[src/rtl/store_log_fifo.sv]
// Circular address log that drops its oldest entry when a push arrives while full.
module store_log_fifo #(
    parameter int DEPTH = 4,
    parameter int W     = 32
) (
    input  logic         clk,
    input  logic         reset,
    input  logic         push,
    input  logic [W-1:0] push_data,
    input  logic         pop,
    output logic [W-1:0] head,
    output logic         empty
);
    localparam int IW = $clog2(DEPTH);

    logic [W-1:0] mem [DEPTH];
    logic [IW:0]  wr_ptr, rd_ptr, wr_ptr_d, rd_ptr_d;
    logic         is_empty, is_full, do_pop, rd_adv;
    logic [W-1:0] head_d;

    always_comb begin
        is_empty = (wr_ptr == rd_ptr);
        is_full  = (wr_ptr[IW] != rd_ptr[IW]) && (wr_ptr[IW-1:0] == rd_ptr[IW-1:0]);
        do_pop   = pop && !is_empty;
        // Overwrite-on-full and a pop both retire the head, but only once together.
        rd_adv   = do_pop || (push && is_full);
        wr_ptr_d = wr_ptr + (IW+1)'(push);
        rd_ptr_d = rd_ptr + (IW+1)'(rd_adv);
        if (push && (wr_ptr[IW-1:0] == rd_ptr_d[IW-1:0]))
            head_d = push_data;
        else
            head_d = mem[rd_ptr_d[IW-1:0]];
    end

    always_ff @(posedge clk) begin
        if (push)
            mem[wr_ptr[IW-1:0]] <= push_data;
    end

    always_ff @(posedge clk or posedge reset) begin
        if (reset) begin
            wr_ptr <= '0;
            rd_ptr <= '0;
            head   <= '0;
            empty  <= 1'b1;
        end else begin
            wr_ptr <= wr_ptr_d;
            rd_ptr <= rd_ptr_d;
            empty  <= (wr_ptr_d == rd_ptr_d);
            if (wr_ptr_d != rd_ptr_d)
                head <= head_d;
        end
    end

endmodule

[config.mk]
export PLATFORM = sky130hd
export DESIGN_NAME = store_log_fifo
export DESIGN_NICKNAME = d
export VERILOG_FILES = /design/src/rtl/store_log_fifo.sv
export SDC_FILE = /design/constraint.sdc
export NUM_CORES = 1
export LEC_CHECK = 0
export BUFFER_PORTS_ARGS = -buffer_cell sky130_fd_sc_hd__buf_2
export CORE_UTILIZATION = 50
export DETAILED_ROUTE_END_ITERATION = 8
export PLACE_DENSITY = 0.66
export SYNTH_ARGS = -nofsm -noshare
export SYNTH_HDL_FRONTEND = slang
export SYNTH_SLANG_ARGS = --single-unit
[constraint.sdc]
create_clock -name clk -period 4 [get_ports clk]
set_clock_uncertainty 0.05 [all_clocks]
set_input_delay 0.4 -clock clk [delete_from_list [all_inputs] [get_ports clk]]
set_output_delay 0.4 -clock clk [all_outputs]
set_load 0.02 [all_outputs]
======== Yosys cells after proc, flatten, opt, wreduce, memory -nomap -nowiden ========
Memory sizes are Yosys's and may differ from the RTL's. A register that Yosys moved wholly into a read port is not among the register bits.
Index checks and enable logic that the tools add are counted.
word-level totals
  bits in registers ....................... 7
  RAM bits ................................ 128
  input bits .............................. 36
  output and inout bits ................... 33
  logic and storage cells ................. 18
  memories ................................ 1
memories
  memory  words  bits a word  read ports  clocked after memory_dff  write ports  RTL line  RTL
  mem     4      32           1           1                         1            16        logic [W-1:0] mem [DEPTH];
operators by class
  add/subtract/negate cells ............... 2
  equal/unequal tests ..................... 5
  multiplexer cells ....................... 2
  reductions and logical operators ........ 5
operators by type and width
  cell                                    number
  3-bit by 1-bit adder with 3-bit output  2
  3-bit equality test                     2
  1-bit logical AND                       3
  3-bit inequality test                   1
  2-bit equality test                     1
  1-bit 2-to-1 mux                        2
  1-bit logical NOT                       1
  1-bit logical OR                        1
  1-bit inequality test                   1

======== Logic depth before layout (Yosys ltp) ========
Gate-level depths: netlist (run 1).
  word-level depth ........................ 6
  gate-level depth with buffers ........... 13

======== Worst setup path before layout (run 1) ========
Ideal clock, no wire load.
  path type ............................... register to register
  start ................................... register wr_ptr[1]
  end ..................................... memory mem[0][0] (enable)
  arrival time ............................ 2865 ps
  data required time ...................... 3482 ps
  setup slack ............................. 617 ps
  cell stages (with the launch flop) ...... 2
  buffers on the path ..................... 0
  period minus slack after synthesis ...... 3383 ps
  path through ............................ dfrtp_1 nor3b_1
RTL lines
  what                    RTL line  RTL
  from (decl)             17        logic [IW:0] wr_ptr, rd_ptr, wr_ptr_d, rd_ptr_d;
  from (signal assigned)  47        wr_ptr <= wr_ptr_d;
  to (decl)               16
No word-level cell before the write port.

======== Final worst setup path (run 1) ========
  start ................................... register wr_ptr[0]
  end ..................................... register head[24], read port of mem
on the way
  word-level cells in the longest chain between the ends .. 6
ends and longest elaborated chain
  what                                                        RTL line  RTL
  3-bit equality test or 2-bit equality test (tied branches)  22, 23
  1-bit logical NOT or 1-bit logical AND (tied branches)      24, 23
  1-bit logical AND, on equally long branches                 24, 26
  1-bit logical OR (*)                                        26        rd_adv = do_pop || (push && is_full);
  3-bit by 1-bit adder with 3-bit output (*)                  28        rd_ptr_d = rd_ptr + (IW+1)'(rd_adv);
  via rd_ptr_d[1]                                             17
  3-bit inequality test                                       50        if (wr_ptr_d != rd_ptr_d)
  to (decl)                                                   11        output logic [W-1:0] head,
The timed path passes the listed nets; every way through them passes the cells marked *.

==> metrics.txt, run 1 <==
status finished, final reports clean; drc violations 0; largest area contributor in the netlist edfxtp_1; detailed-route via count 3078; worst endpoint required time 4.26 ns; Post-Syn Instances 305; post_cts resized 0; Synth area leaders edfxtp_1 56%, dfrtp_1 14%, mux2_4 13%, mux4_2 11%, buf_12 0.88%; DRT Wirelength 11.6 mm; clk buf depth 2; final period utilization 83.1%; final core occ 60.1%; FP Rows 42; Primary FF master, synth edfxtp_1; initial antenna violation count 0; I/O pin cnt 69; vias in the first global route 3222; Post-Place Setup Slack 0.684 ns; TritonCTS clock tree built; Final min period 3.32 ns; H-tree depth 4; CP cell instances xor2_1, nor2_1, a21oi_1, a21oi_1, ha_2, ha_2, buf_4, xnor2_1, and3_2, buf_4, mux2_2, mux2_2; share of post-route cells with drive strength above 1 53.1%; first-pass GRT wire length 18.5 mm; commonest cells in the netlist 128 x edfxtp_1, 60 x mux2_4, 38 x dfrtp_1; full die area 0.0142 mm^2; Max-cap violations 0; Final nets 426; Die W 119 um; placed cell area 0.00736 mm^2; Slew HR 29.1%; hold_buf cts 0; Setup crit start kind flip-flop; crit-path max cell delay 0.51 ns; Hold WC Path Type input pin to async pin; clk sink count 167; diode count 0; Seq cells post-synth 167; WL/cell 20.3 um; setup ws final 0.678 ns; asr flop ratio synth 23.4%; Initial DRC Count 134; design area 0.00799 mm^2; GRT overflow 0; most common cell in the netlist edfxtp_1; Design Power 8.90 mW; port buffer count 68; worst skew pair latency 0.43 ns; Die Ht 119 um; gr usage total 18.2%; critical-path maximum fanout 16; CP endpoint kind flip-flop; Synth-to-Final Area Change 16.6%; Worst-path clk slew 0.06 ns; RSZ-0062 raised after global routing no; Worst-Margin Slew 1.06 ns; top-area cell type share of the netlist area 56.1%; Via density 5.35; WP buf/inv 2; cell area after synthesis 0.00685 mm^2; post-synth cell types 23; CP Class flip-flop to flip-flop; number of flops mapped to enable cells by yosys 128; synth warn 0; DP Wirelength 6.86 mm; Placer Congestion 0.742; Initial DRT Pass Iterations 4; setup_tns 0 ns; Max Freq 301 MHz; Routed Antenna Nets 0; core area 0.0133 mm^2; Mean Syn Cell Area 22.5 um^2; TritonCTS buffer count 17; postcts setup bufs 0; total nets after synthesis 345; family with the most delay on the worst path multiplexers; Pins Over Slew Limit 0; sequential element share of the synthesized area 70.4%; largest net degree at the start of global routing 40; P_leak 3.07 nW; Final Hold Fails 0; # setup viols final 0; Max IR drop VDD 0.000549 V; slowest stage cell, crit path dfrtp_1; pwr/cell area 1110 mW/mm^2; Starting Density 51.5%; Root Buffer clkbuf_16; CP Data Arrival Time 3.58 ns
## cell usage in the layout (no fill, tap or decap)
cell type,Yosys,final
edfxtp_1,128,128
buf_2,1,68
mux2_4,60,60
dfrtp_1,38,38
mux4_2,32,32
clkbuf_16,0,17
buf_4,3,8
xnor2_1,6,6
xor2_1,4,4
mux2_2,4,4
bufinv_16,0,4
clkbuf_8,0,3
clkbuf_1,0,3
clkinv_2,0,3
and3_2,1,2
a21oi_1,2,2
inv_1,3,2
ha_2,0,2
ha_1,4,2
clkinvlp_4,0,2
nand3_2,0,1
nor2_1,2,1
and3b_2,1,1
nor3b_2,0,1
nand2_1,1,1
nor2_4,0,1
inv_2,0,1
dfstp_2,1,1
buf_12,3,1
## kinds of logic (layout without fill, tap and decap cells)
kind of cell / Yosys count / count (layout) / synth area share [%]
flip-flops: 167 / 167 / 70.4
AO/OA/AOI/OAI: 2 / 2 / 0.146
multiplexers: 96 / 96 / 24.3
AND/OR/NAND/NOR: 8 / 8 / 0.694
adder cells (fa/ha/maj): 4 / 4 / 0.731
buffers and inverters: 18 / 112 / 2.43
XOR/XNOR: 10 / 10 / 1.28
## per-layer routing
metal / up-vias / routed length (um) / GRT usage [%]
met3: 18 / 500 / 5.03
met1: 1604 / 5370 / 24.7
met4: 0 / 254 / 8.47
met5: - / 0 / 0
li1: 1381 / - / -
met2: 75 / 5520 / 27.3
## registers in the layout, summed over array words and instances (netlist names)
register and count:
wr_ptr 3, mem 128, head 32, rd_ptr 3, empty 1
## report_power, final
part	internal (mW)	switching [mW]	total, mW	leakage [nW]
clock network	1.09	0.622	1.71	0.303
logic	2.73	1.86	4.59	1.14
registers	2.42	0.180	2.60	1.63
total	6.24	2.66	8.90	3.07
## layout make-up
type	instances	area [um^2]
Clock inverter	9	150
Inverter	3	11.3
Tap cell	176	220
Multi-Input combinational cell	120	1890
Timing Repair Buffer	77	420
Clock buffer	23	478
Fill cell	948	5310
Sequential cell	167	4820
## final timing paths
| path | from | to | cells past startpoint | slack (ns) |
|---|---|---|---|---|
| worst max-delay path | wr_ptr[0]$_DFF_PP0_ | head[24]$_DFFE_PP0P_ | 12 | 0.68 |
| worst max register to register | wr_ptr[0]$_DFF_PP0_ | head[24]$_DFFE_PP0P_ | 12 | 0.68 |
| min in group clk | push_data[16] | mem[3][16]$_DFFE_PP_ | 1 | 0.15 |
| max in group asynchronous | reset | rd_ptr[1]$_DFF_PP0_ | 2 | 3.17 |
| worst min register to register | head[18]$_DFFE_PP0P_ | head[18]$_DFFE_PP0P_ | 1 | 0.45 |
| worst min-delay path | reset | head[10]$_DFFE_PP0P_ | 2 | 0.14 |
## per-stage QoR
stage,std cells,hold WS (ns)
6_report,575,0.140
5_1_grt,575,0.144
4_1_cts,575,0.141
3_5_place_dp,543,0.440
3_3_place_gp,543,0.438
2_1_floorplan,305,0.442
Note: power is estimated with default switching activity, not from simulation.
==> run 2, diff against run 1 <==
- PLACE_DENSITY: 0.66 -> 0.69
- clock period: 4 -> 3 ns (I/O delays scaled with it)
==> run 2 against run 1 <==
  * Clock-buffer cell count is 2 lower
  * Core utilization up 0.17 points
  * Final area grew 0.28%
  * Die area did not move
  * Largest cell class unchanged
==> metrics.txt, run 2 (synthesized netlist as in run 1, its figures left out) <==
vias in the first global route 3350 (was 3222); commonest non-fill, non-tap cells in the layout 128 x edfxtp_1, 68 x buf_2, 60 x mux2_4 (unchanged); Final Hold Fails 0 (unchanged); Slew HR 39.8% (was 29.1%); TritonCTS clock tree built (unchanged); CP endpoint kind flip-flop (unchanged); drc violations 0 (unchanged); final period utilization 92.7% (was 83.1%); Via density 5.32 (was 5.35); # setup viols final 0 (unchanged); commonest non-fill, non-tap cell in the layout edfxtp_1 (unchanged); Layout fillers 939 (was 948); worst endpoint required time 3.26 ns (was 4.26 ns); Final nets 434 (was 426); core area 0.0133 mm^2 (unchanged); Setup crit start kind flip-flop (unchanged); Largest register FFs 128 (unchanged); WL/cell 19.7 um (was 20.3 um); DP Wirelength 7.17 mm (was 6.86 mm); Hold WC Path Type input pin to async pin (unchanged); status finished, final reports clean (unchanged); setup_tns 0 ns (unchanged); Final min period 2.78 ns (was 3.32 ns); port buffer count 68 (unchanged); Placer Congestion 0.729 (was 0.742); worst skew pair latency 0.42 ns (was 0.43 ns); GRT overflow 0 (unchanged); largest net degree at the start of global routing 40 (unchanged); first-pass GRT wire length 18.6 mm (was 18.5 mm); Synth-to-Final Area Change 16.9% (was 16.6%); CP Data Arrival Time 3.04 ns (was 3.58 ns); I/O pin cnt 69 (unchanged); critical-path maximum fanout 18 (was 16); Max-cap violations 0 (unchanged); Routed Antenna Nets 0 (unchanged); FP Rows 42 (unchanged); Die Ht 119 um (unchanged); clk buf depth 2 (unchanged); hold_buf cts 0 (unchanged); diode count 0 (unchanged); DRT Wirelength 11.5 mm (was 11.6 mm); share of post-route cells with drive strength above 1 53.3% (was 53.1%); Worst-path clk slew 0.06 ns (about the same); initial antenna violation count 0 (unchanged); Max Freq 359 MHz (was 301 MHz); Reg2Reg Depth 11 (was 12); full die area 0.0142 mm^2 (unchanged); Die W 119 um (unchanged); Pins Over Slew Limit 0 (unchanged); Initial DRT Pass Iterations 4 (unchanged); Root Buffer clkbuf_16 (unchanged); TritonCTS buffer count 17 (unchanged); H-tree depth 4 (unchanged); clk sink count 167 (unchanged); gr usage total 18.3% (was 18.2%); Starting Density 51.5% (unchanged); detailed-route via count 3101 (was 3078); CP Class flip-flop to flip-flop (unchanged); RSZ-0062 raised after global routing no (unchanged); Initial DRC Count 159 (was 134); Worst-Margin Slew 0.902 ns (was 1.06 ns)
run 2: cell types whose count changed in the layout (fill, tap and decap cells not counted), moves of 2 or more:
cell / before / now
buf_12: 1 / 3
buf_4: 8 / 14
bufinv_16: 4 / 2
clkbuf_8: 3 / 0
clkinv_1: 0 / 3
run 2: metrics by stage:
stage	setup slack [ns]	instances	hold slack (ns)	util, %	cell area (um^2)
after floorplan	0.176	305	0.349	-	6850
after global placement	0.323	551	0.438	56.0	7450
after detailed placement	0.226	551	0.438	56.0	7450
after CTS	0.185	583	0.0273	60.2	8000
after global routing	0.0532	583	0.0396	60.2	8010
final	0.218	583	0.0174	60.2	8010
run 2: worst max-delay path, cell delays in order (launching register included):
cell     delay (ns)
dfrtp_1        0.40
xor2_1         0.17
nor2_1         0.14
a21oi_1        0.08
a21oi_1        0.14
ha_2           0.19
ha_2           0.30
xnor2_2        0.14
and3_4         0.24
buf_12         0.20
mux2_2         0.35
mux2_2         0.25
run 2: path summary, 6_finish.rpt:
kind,start,slack [ns],endpoint
hold / removal,reset,0.02,head[26]$_DFFE_PP0P_
hold reg to reg,head[22]$_DFFE_PP0P_,0.45,head[22]$_DFFE_PP0P_
max in group asynchronous,reset,2.32,wr_ptr[0]$_DFF_PP0_
min in group clk,push_data[0],0.05,mem[1][0]$_DFFE_PP_
setup reg to reg,rd_ptr[1]$_DFF_PP0_,0.22,head[24]$_DFFE_PP0P_
setup / recovery,rd_ptr[1]$_DFF_PP0_,0.22,head[24]$_DFFE_PP0P_
run 2: area by class of cell:
cell class,count,area [um^2],area share [%]
flip-flops and latches,167,4820,60.2
multi-input cells,120,1900,23.8
repair buffers,85,505,6.31
clock buffers,21,440,5.50
well taps,176,220,2.75
clock inverters,11,108,1.34
inverters,3,11.3,0.141
run 2: timing repair:
item	4_1_cts	5_1_grt
endpoints found under the setup margin	0	2
buffers inserted	0	0
resized for setup	0	2
run 2: metal layers:
metal,global-route usage [%],vias up,share of wire [%]
li1,-,1400,-
met1,23.5,1616,44
met2,28.8,71,50
met3,6.13,14,4.6
met4,7.59,0,1.5
met5,0,-,0
Power of run 2 is not shown: default switching activity piles up to over one toggle a cycle in this logic, so the estimate is an artifact.
